`src/rtl/seq_shifter.sv`:
```
`default_nettype none
// ============================================================================
// Module   : seq_shifter
// Brief    : Multi-cycle barrel shifter (LSL/LSR/ASR/ROL/ROR/pass) that
//            resolves one power-of-two stage per clock with valid/ready I/O.
//            Define SEQ_SHIFTER_STICKY_EN to enable the shifted-out sticky bit.
// Revision : 1.0 - initial release
// ============================================================================

module seq_shifter #(
    parameter int WIDTH = 8
) (
    input  logic                       clk,
    input  logic                       nrst,
    input  logic                       in_valid,
    output logic                       in_ready,
    input  logic [WIDTH-1:0]           in_data,
    input  logic [$clog2(WIDTH)-1:0]   in_amt,
    input  logic [2:0]                 in_mode,
    output logic                       out_valid,
    input  logic                       out_ready,
    output logic [WIDTH-1:0]           out_data,
    output logic                       out_sticky
);

    localparam int AW = $clog2(WIDTH);

    localparam logic [2:0]       c_mode_lsl   = 3'b000;
    localparam logic [2:0]       c_mode_lsr   = 3'b001;
    localparam logic [2:0]       c_mode_asr   = 3'b010;
    localparam logic [2:0]       c_mode_rol   = 3'b011;
    localparam logic [2:0]       c_mode_ror   = 3'b100;
    localparam logic [AW-1:0]    c_last_stage = AW'(AW - 1);

    typedef enum logic [1:0] {
        IDLE  = 2'd0,
        SHIFT = 2'd1,
        DONE  = 2'd2
    } state_t;

    state_t            r_state;
    state_t            w_state_nxt;

    logic [WIDTH-1:0]  r_data;
    logic [AW-1:0]     r_amt;
    logic [2:0]        r_mode;
    logic [AW-1:0]     r_stage;

    logic [AW-1:0]     w_step;
    logic [AW-1:0]     w_rinv;
    logic [WIDTH-1:0]  w_shl;
    logic [WIDTH-1:0]  w_shr;
    logic [WIDTH-1:0]  w_asr;
    logic [WIDTH-1:0]  w_rol;
    logic [WIDTH-1:0]  w_ror;
    logic [WIDTH-1:0]  w_stage_data;

    // ------------------------------------------------------------------
    // Control FSM
    // ------------------------------------------------------------------
    always_ff @(posedge clk) begin
        if (!nrst) begin
            r_state <= IDLE;
        end else begin
            r_state <= w_state_nxt;
        end
    end

    always_comb begin
        w_state_nxt = r_state;
        in_ready    = 1'b0;
        out_valid   = 1'b0;
        case (r_state)
            IDLE: begin
                in_ready = 1'b1;
                if (in_valid) begin
                    w_state_nxt = SHIFT;
                end
            end
            SHIFT: begin
                if (r_stage == c_last_stage) begin
                    w_state_nxt = DONE;
                end
            end
            DONE: begin
                out_valid = 1'b1;
                if (out_ready) begin
                    w_state_nxt = IDLE;
                end
            end
            default: begin
                w_state_nxt = IDLE;
            end
        endcase
    end

    // ------------------------------------------------------------------
    // One shift stage: distance 2^stage. The remaining amount is shifted
    // right each stage so bit 0 always selects the current stage.
    // ------------------------------------------------------------------
    always_comb begin
        w_step = AW'(1) << r_stage;
        w_rinv = AW'(0) - w_step;
        w_shl  = r_data << w_step;
        w_shr  = r_data >> w_step;
        w_asr  = $signed(r_data) >>> w_step;
        w_rol  = w_shl | (r_data >> w_rinv);
        w_ror  = w_shr | (r_data << w_rinv);

        w_stage_data = r_data;
        if (r_amt[0]) begin
            case (r_mode)
                c_mode_lsl: w_stage_data = w_shl;
                c_mode_lsr: w_stage_data = w_shr;
                c_mode_asr: w_stage_data = w_asr;
                c_mode_rol: w_stage_data = w_rol;
                c_mode_ror: w_stage_data = w_ror;
                default:    w_stage_data = r_data;
            endcase
        end
    end

    always_ff @(posedge clk) begin
        if (!nrst) begin
            r_data  <= '0;
            r_amt   <= '0;
            r_mode  <= '0;
            r_stage <= '0;
        end else begin
            case (r_state)
                IDLE: begin
                    if (in_valid) begin
                        r_data  <= in_data;
                        r_amt   <= in_amt;
                        r_mode  <= in_mode;
                        r_stage <= '0;
                    end
                end
                SHIFT: begin
                    r_data <= w_stage_data;
                    r_amt  <= r_amt >> 1;
                    if (r_stage == c_last_stage) begin
                        r_stage <= '0;
                    end else begin
                        r_stage <= r_stage + 1'b1;
                    end
                end
                default: begin
                end
            endcase
        end
    end

    assign out_data = r_data;

`ifdef SEQ_SHIFTER_STICKY_EN
    localparam logic [WIDTH-1:0] c_ones = '1;

    logic              r_sticky;
    logic [WIDTH-1:0]  w_lost_hi;
    logic [WIDTH-1:0]  w_lost_lo;
    logic              w_stage_lost;

    // Bits that fall off the top (left shifts) or bottom (right shifts)
    always_comb begin
        w_lost_hi    = r_data & ~(c_ones >> w_step);
        w_lost_lo    = r_data & ~(c_ones << w_step);
        w_stage_lost = 1'b0;
        if (r_amt[0]) begin
            case (r_mode)
                c_mode_lsl: w_stage_lost = |w_lost_hi;
                c_mode_lsr: w_stage_lost = |w_lost_lo;
                c_mode_asr: w_stage_lost = |w_lost_lo;
                default:    w_stage_lost = 1'b0;
            endcase
        end
    end

    always_ff @(posedge clk) begin
        if (!nrst) begin
            r_sticky <= 1'b0;
        end else begin
            case (r_state)
                IDLE: begin
                    if (in_valid) begin
                        r_sticky <= 1'b0;
                    end
                end
                SHIFT: begin
                    r_sticky <= r_sticky | w_stage_lost;
                end
                default: begin
                end
            endcase
        end
    end

    assign out_sticky = r_sticky;
`else
    assign out_sticky = 1'b0;
`endif

endmodule

`default_nettype wire

```
`config.mk`:
```
export PLATFORM = sky130hd
export DESIGN_NAME = seq_shifter
export DESIGN_NICKNAME = d
export VERILOG_FILES = /design/src/rtl/seq_shifter.sv
export SDC_FILE = /design/constraint.sdc
export NUM_CORES = 1
export LEC_CHECK = 0
export CAP_MARGIN = 20
export CORE_UTILIZATION = 50
export CTS_CLUSTER_SIZE = 40
export DETAILED_ROUTE_END_ITERATION = 12
export PLACE_DENSITY = 0.74
export RECOVER_POWER = 25
export SETUP_SLACK_MARGIN = 0.1
export SYNTH_ARGS = -nofsm -noshare
export SYNTH_HDL_FRONTEND = slang
export SYNTH_SLANG_ARGS = --single-unit
```
`constraint.sdc`:
```
create_clock -name clk -period 3.8 [get_ports clk]
set_clock_uncertainty 0.15 [all_clocks]
set_input_delay 0.76 -clock clk [delete_from_list [all_inputs] [get_ports clk]]
set_output_delay 0.76 -clock clk [all_outputs]
set_load 0.01 [all_outputs]
```
# == Word-level counts from Yosys, hierarchy flattened ==
# Cells that the tools add are included.
# totals
input_bits,18
out_inout_bits,11
word_cells,49
regBits,19
# op_classes
eq_ne,12
add_sub_neg,2
reduce_logical,7
shift,6
mux,15
bitwise,2
# ops
op,n
8-bit one-hot mux with 5 select lines,1
8-bit 2-to-1 mux,2
8-bit OR,2
8-bit one-hot mux with 2 select lines,1
8-bit by 3-bit left shift with 8-bit output,2
8-bit by 3-bit >> shifter with 8-bit output,2
3-bit one-hot mux with 2 select lines,2
3-bit by 2-bit == test with 1-bit output (second input constant),3
3-bit 2-to-1 mux,3
2-bit != test (second input constant),4
8-bit by 3-bit >>> shifter with 8-bit output,1
2-bit 2-to-1 mux,3
6-bit by 1-bit != test with 1-bit output (second input constant),1
2-bit one-hot mux with 3 select lines,1
2-bit AND reduction,2
4-bit AND reduction,1
3-bit by 1-bit adder with 3-bit output (second input constant),1
3-bit by 1-bit == test with 1-bit output (second input constant),1
3-bit == test (second input constant),1
3-bit logical NOT,1
3-bit AND reduction,1
1-bit by 3-bit left shift with 3-bit output (first input constant),1
1-bit by 3-bit subtractor with 3-bit output (first input constant),1
2-bit by 1-bit == test with 1-bit output (second input constant),1
other kinds (4),5

# == Logic depth before layout (Yosys ltp) ==
# Gate-level depths: netlist of the first run.
# logic_depth
word_depth,7
mapped_depth,12
mapped_depth_nobuf,9

# == Worst setup path after synthesis of the first run ==
# OpenSTA, ideal clock, no wires.
# synth_path
path_kind,register to register
from,register r_stage[2]
to,"register r_data[2], in the netlist out_data[2]"
setup_slack_ps,1035
path_buffers,3
setup_time_ps,91
t_required_ps,3559
synth_period_minus_slack_ps,2765
stages_incl_launch_ff,12
arrival_ps,2524
cell_sequence,dfxtp_1 > clkbuf_1 > clkbuf_1 > inv_1 > nand2_1 > ha_1 > clkbuf_1 > xor2_2 > and2_1 > a2111oi_0 > a31oi_1 > a311oi_1
# synth_between
elab_chain_len,7
elab_cells_between_ends,12
classes_between,1 x add/sub; 6 x shift; 3 x mux; 2 x bitwise
# synth_rtl
element,line_no,text
start: declaration,47,logic [AW-1:0] r_stage;
start signal: assignment,145,r_stage <= r_stage + 1'b1;
1-bit by 3-bit left shift with 3-bit output *,102,w_step = AW'(1) << r_stage;
1-bit by 3-bit subtractor with 3-bit output,103,w_rinv = AW'(0) - w_step;
8-bit by 3-bit left shift with 8-bit output / 8-bit by 3-bit >> shifter with 8-bit output (equally long branches),"108, 107",
8-bit OR (on tied branches),"108, 107",
8-bit one-hot mux with 5 select lines *,112,case (r_mode)
8-bit 2-to-1 mux *,111,if (r_amt[0]) begin
8-bit one-hot mux with 2 select lines *,130,case (r_state)
end signal: assignment,133,r_data <= in_data;
end signal: assignment,140,r_data <= w_stage_data;
end: declaration,44,logic [WIDTH-1:0] r_data;
# Mark *: on every way between the ends. The rest lies on a longest branch, timed or not. The select of a mux whose other input is x is not followed.
# A chain may end at the register's enable or synchronous reset.

# == Worst setup path after layout of the first run ==
# layout_path
from,register r_stage[0]
to,"register r_data[3], in the netlist out_data[3]"
# The elaborated chain is that of the path after synthesis.

==> flow_summary.yaml, run 1 <==
outcome:
  status: "completed"
clocking:
  h-tree-depth: 1
  hold_buffers: 0
  cts.sinks: 19
  cts_root_buf: "clkbuf_8"
  cts_tree: "built"
  cts_buffers: 3
  cts_resized: 0
  clk_pin_slew_worst_paths_ps: 70
  clock_latency_ps: 260
  post_cts_buffers: 0
  cts_buffer_depth: 2
power_and_ir_drop:
  power_density_nw_per_um2: 288.2
  switching_share_pct: 38.88
  p_seq_share_pct: 38.4
  irDropWorstVdd_mv: 0.1964
  p_int_uw: 404.0
  combPwrFrac_pct: 40.0
  clock_power_share_pct: 21.6
  p_total_uw: 661.0
  leakage_uw: 0.0007953
  p_switching_uw: 257.0
yosys:
  ys_async_sr_fraction_pct: 0
  yosys_warnings: 0
  synthesis.nets: 309
  synthXorXnorAreaFrac_pct: 3.013
  yosys.area.top_type: "dfxtp_1"
  ys_types: 57
  synth-adder-area-share_pct: 0.6277
  synth_top_cells_by_area: "dfxtp_1 19%, a21oi_1 8.0%, mux2i_1 7.5%, nand2_1 7.0%, nor2_1 5.3%"
  synth_edf_count: 0
  synth.most_common_cell: "nand2_1"
  netlist_area_um2: 1993
  synth_flop_cell: "dfxtp_1"
  synthSimpleGateAreaFrac_pct: 25.30
  synth_top_family_by_area: "compound AO/OA/AOI/OAI gates"
  ys_ff_latch: 19
  synthMuxAreaShare_pct: 10.36
  synth_compound_gate_area_share_pct: 34.46
  ys_top_cells_by_count: "37 x nand2_1, 32 x a21oi_1, 28 x nor2_1, 26 x clkbuf_1, 19 x dfxtp_1"
  netlist_instances: 290
  synth_top_area_share_pct: 19.08
  yosysSeqAreaShare_pct: 19.08
  avgSynthCellArea_um2: 6.873
worst_setup_path:
  end_kind: "flop"
  worst_path_largest_cell_delay_ps: 610
  crit_arrival_ps: 2870
  worstPathCellList: "nor3_2 > buf_4 > inv_2 > ha_1 > xnor2_1 > nor2_1 > a22oi_1 > a311oi_1 > a31o_1"
  worstSetupPathDepth: 9
  critPathTopFamily: "XOR/XNOR gates"
  reg2reg_depth: 9
  path_class: "reg2reg"
  slowest_stage: "xnor2_1"
  cp_max_fo: 14
  startpoint_type: "flop"
  critical_path_required_ps: 3810
  path_buf_inv: 2
timing:
  max_freq_mhz: 349.6
  tns_ps: 0
  relSlewSlack_pct: 52.90
  min_period_ps: 2860
  finalMaxSlewViolations: 0
  rsz0062_at_grt: "false"
  timing.final.crit_share_pct: 75.27
  worstMarginPinSlew_ps: 706.5
  finalHoldViolCount: 0
  setup_viol: 0
cells_and_area:
  drive_gt1_share_pct: 6.397
  diodes: 0
  syn2layout_area_growth_pct: 15.07
  final_nets: 317
  layoutNonFillerInstCount: 345
global_routing:
  grt_pass1_vias: 1992
  grt_remaining_overflow: 0
  grt_usage_pct: 30.02
  grt_max_degree: 27
  antenna_found_initial: 0
  grt_pass1_wl_um: 9936
min_path:
  hold_path_class: "reg2reg"
  hold-path-cell-count: 2
detailed_routing:
  drt-pass1-iter-count: 5
  viasPerCell: 6.484
  drt_iter0_drc: 362
  wirelength_um: 6013
  routedWlPerCell_um: 17.43
  drc: 0
  ant_nets: 0
  vias: 2237
floorplan:
  core_area_um2: 3744
  num_io_pins: 29
  start_util_pct: 53.24
  num_rows: 22
  dieWidth_um: 65.14
  die_h_um: 65.14
  die_area_um2: 4243
place:
  dp_hpwl_um: 4230
  place_congestion: 0.9531
  place_inst: 341
  portBuffers: 27
run:
  drv_cap: 0
-- worst min-delay path, stage by stage, from the launching register on --
cell and delay [ps]:
dfxtp_1 310, nand2_1 50, a21oi_1 50
-- final timing paths --
check,slack [ps],end,from
worst max-delay path,940,out_data[3],r_stage[0]
worst min-delay path,310,r_amt[1],r_amt[1]
worst max register to register,940,out_data[3],r_stage[0]
worst min register to register,310,r_amt[1],r_amt[1]
-- cell families (layout without fill, tap and decap cells) --
group	count (synthesis)	count (layout)
buffers and inverters	35	42
other	1	1
DFF	19	19
and+or+nand+nor	103	103
xor gates and xnor gates	6	6
muxes	20	20
adders and majority gates	1	1
AOI/OAI and AO/OA	105	105
-- power groups by stage --
stage | Combinational [µW] | Clock [µW] | Sequential, µW
final | 264 | 143 | 254
after detailed placement | 258 | 0 | 256
after global routing | 291 | 155 | 255
after CTS | 259 | 146 | 251
after global placement | 257 | 0 | 255
after floorplan | 202 | 0 | 228
-- per-stage QoR --
step | setup WS (ps) | hold slack, ps | utilization, % | area [µm²]
floorplan | 1035 | 286.8 | - | 1993
global placement | 1081 | 298.3 | 60.06 | 2248
detailed placement | 1025 | 304.6 | 60.06 | 2248
CTS | 1008 | 314.4 | 61.26 | 2293
global route | 772.3 | 351.0 | 61.26 | 2293
finish | 939.9 | 308.4 | 61.26 | 2293
-- layout by cell type, fill, tap and decap left out, types with 2 or more instances in the layout --
master / n
nand2_1: 37
a21oi_1: 32
nor2_1: 28
clkdlybuf4s50_1: 26
dfxtp_1: 19
o21ai_0: 17
mux2i_1: 15
nand3_1: 9
a31oi_1: 7
buf_4: 6
a22oi_1: 5
mux2_2: 5
a311oi_1: 5
a211oi_1: 5
inv_1: 4
a2111oi_0: 4
nor2b_1: 3
nand2b_1: 3
o22ai_1: 3
xnor2_1: 3
o21a_1: 3
o21ai_1: 3
and3_1: 3
a221oi_1: 3
nor3_1: 3
clkbuf_8: 3
or3b_1: 2
nor4b_1: 2
nor3b_1: 2
and3b_1: 2
a221o_1: 2
xor2_1: 2
a2bb2oi_1: 2
o221ai_1: 2
a32o_1: 2
nand4_1: 2
-- flip-flops by register name, summed over array words and instances, names as in the netlist --
name,flops
r_amt,3
r_stage,3
r_mode,3
r_state,2
out_data,8
-- routing by layer --
layer | up-vias | share of wire [%] | global-route usage (%)
met2 | 128 | 42 | 44.92
met5 | - | 0 | 0
met4 | 0 | 2.4 | 13.32
met3 | 13 | 8.6 | 4.167
li1 | 1090 | - | -
met1 | 1006 | 47 | 42.48
-- cell type report --
class	instances	area, µm²
Multi-Input combinational cell	236	1474
Tap cell	48	60.06
Inverter	5	18.77
Clock buffer	4	45.04
Fill cell	370	1450
Sequential cell	19	380.4
Timing Repair Buffer	33	315.3
Note: power is estimated with default switching activity, not from simulation.
==> run 2: changes to the inputs <==
clock period = 2.9 ns   (was 3.8 ns; I/O delays follow)
==> flow_summary.yaml, run 2 (synthesis gave the netlist of run 1 again) <==
detailed_routing:
  wirelength_um: 6255
  drt_iter0_drc: 411
  vias: 2355
  routedWlPerCell_um: 17.67
  ant_nets: 0
  viasPerCell: 6.653
  drt-pass1-iter-count: 5
  drc: 0
clocking:
  cts_tree: "built"
  clock_latency_ps: 260
  h-tree-depth: 1
  cts_buffers: 3
  cts_buffer_depth: 2
  cts_resized: 0
  cts.sinks: 19
  cts_root_buf: "clkbuf_8"
  hold_buffers: 0
  post_cts_buffers: 0
  clk_pin_slew_worst_paths_ps: 80
place:
  place_congestion: 0.9892
  pre_cts_ws_ps: 440.4
  dp_hpwl_um: 4602
  portBuffers: 27
cells_and_area:
  largest_reg_flops: 8
  final_nets: 326
  diodes: 0
  multi_input_area_um2: 1474
  syn2layout_area_growth_pct: 18.46
  drive_gt1_share_pct: 9.150
  fill_cells: 367
  utilization_pct: 63.07
  final_cell_mix: "37 x nand2_1, 32 x a21oi_1, 28 x nor2_1"
  seqCellArea_um2: 380.4
  layout_commonest_cell: "nand2_1"
global_routing:
  antenna_found_initial: 0
  grt_remaining_overflow: 0
  grt_pass1_wl_um: 10270
  grt_max_degree: 26
  grt_usage_pct: 31.42
  grt_pass1_vias: 2014
floorplan:
  num_io_pins: 29
  start_util_pct: 53.24
  die_h_um: 65.14
  die_area_um2: 4243
  num_rows: 22
  core_area_um2: 3744
  dieWidth_um: 65.14
power_and_ir_drop:
  power_density_nw_per_um2: 376.9
  leakage_uw: 0.0008399
  irDropWorstVdd_mv: 0.2649
  p_total_uw: 890.0
worst_setup_path:
  end_kind: "flop"
  startpoint_type: "flop"
  slowest_stage: "dfxtp_1"
  path_buf_inv: 1
  path_class: "reg2reg"
  reg2reg_depth: 8
  setup.worst_path.start: "r_stage[2]"
  critical_path_required_ps: 2910
  rrSetupSlack_ps: 360
  r2r_end: "out_data[5]"
  critPathTopFamily: "flip-flops"
  reg2reg_from: "r_stage[2]"
  crit_arrival_ps: 2550
  worstPathCellList: "nor3_2 > inv_2 > ha_1 > xor2_2 > mux2i_1 > o311ai_1 > nand4_1 > a32o_1"
  worst_path_largest_cell_delay_ps: 510
  cp_max_fo: 9
timing:
  relSlewSlack_pct: 51.22
  finalMaxSlewViolations: 0
  finalHoldViolCount: 0
  whs_ps: 320.9
  rsz0062_at_grt: "false"
  min_period_ps: 2539
  worstMarginPinSlew_ps: 713.2
  tns_ps: 0
  max_freq_mhz: 393.8
  timing.final.crit_share_pct: 87.56
  setup_viol: 0
  setup_ws_ps: 360.9
outcome:
  status: "completed"
min_path:
  hold-path-cell-count: 2
  hold_path_class: "reg2reg"
  hold_start: "r_amt[1]"
  min_to: "r_amt[1]"
run:
  drv_cap: 0
[run 2: cell types whose count changed in the layout (fill, tap and decap cells not counted), sizes merged]
cell	change
buf	+9
clkdlybuf4s50	-1
dlygate4sd3	+1
[run 2: cell type report]
| cell class | instances | area share (%) |
|---|---|---|
| multi-input cells | 236 | 62.43 |
| repair buffers | 42 | 16.22 |
| flip-flops and latches | 19 | 16.11 |
| well taps | 48 | 2.544 |
| clock buffers | 4 | 1.908 |
| inverters | 5 | 0.7949 |
[run 2: worst max path at each step]
stage	cells past startpoint	slack [ps]	end
2_1_floorplan	11	130	out_data[2]
3_3_place_gp	8	490	out_data[2]
3_5_place_dp	8	440	out_data[2]
4_1_cts	8	420	out_data[2]
5_1_grt	8	130	out_data[2]
6_report	8	360	out_data[5]
[run 2: power by group]
part           switching [µW]  total (µW)  internal (µW)
registers                46.1         325            279
logic                     206         370            165
clock network            97.0         195           98.1
total                     349         890            541
[run 2: through the flow]
step | cells | instance area [µm²]
after floorplan | 290 | 1993
after global placement | 350 | 2316
after detailed placement | 350 | 2316
after CTS | 354 | 2361
after global routing | 354 | 2361
final | 354 | 2361
[run 2: worst reg2reg max path: stages, from the launching register on]
cell      delay, ps
dfxtp_1         510
nor3_2           90
inv_2           150
ha_1            360
xor2_2          380
mux2i_1         160
o311ai_1        290
nand4_1         140
a32o_1          210
[run 2: layer usage]
metal	vias up	GRT usage, %	share of wire (%)
met3	21	3.472	9.0
met4	0	9.783	2.9
met2	145	51.04	45
met5	-	0	0
li1	1114	-	-
met1	1075	43.44	43
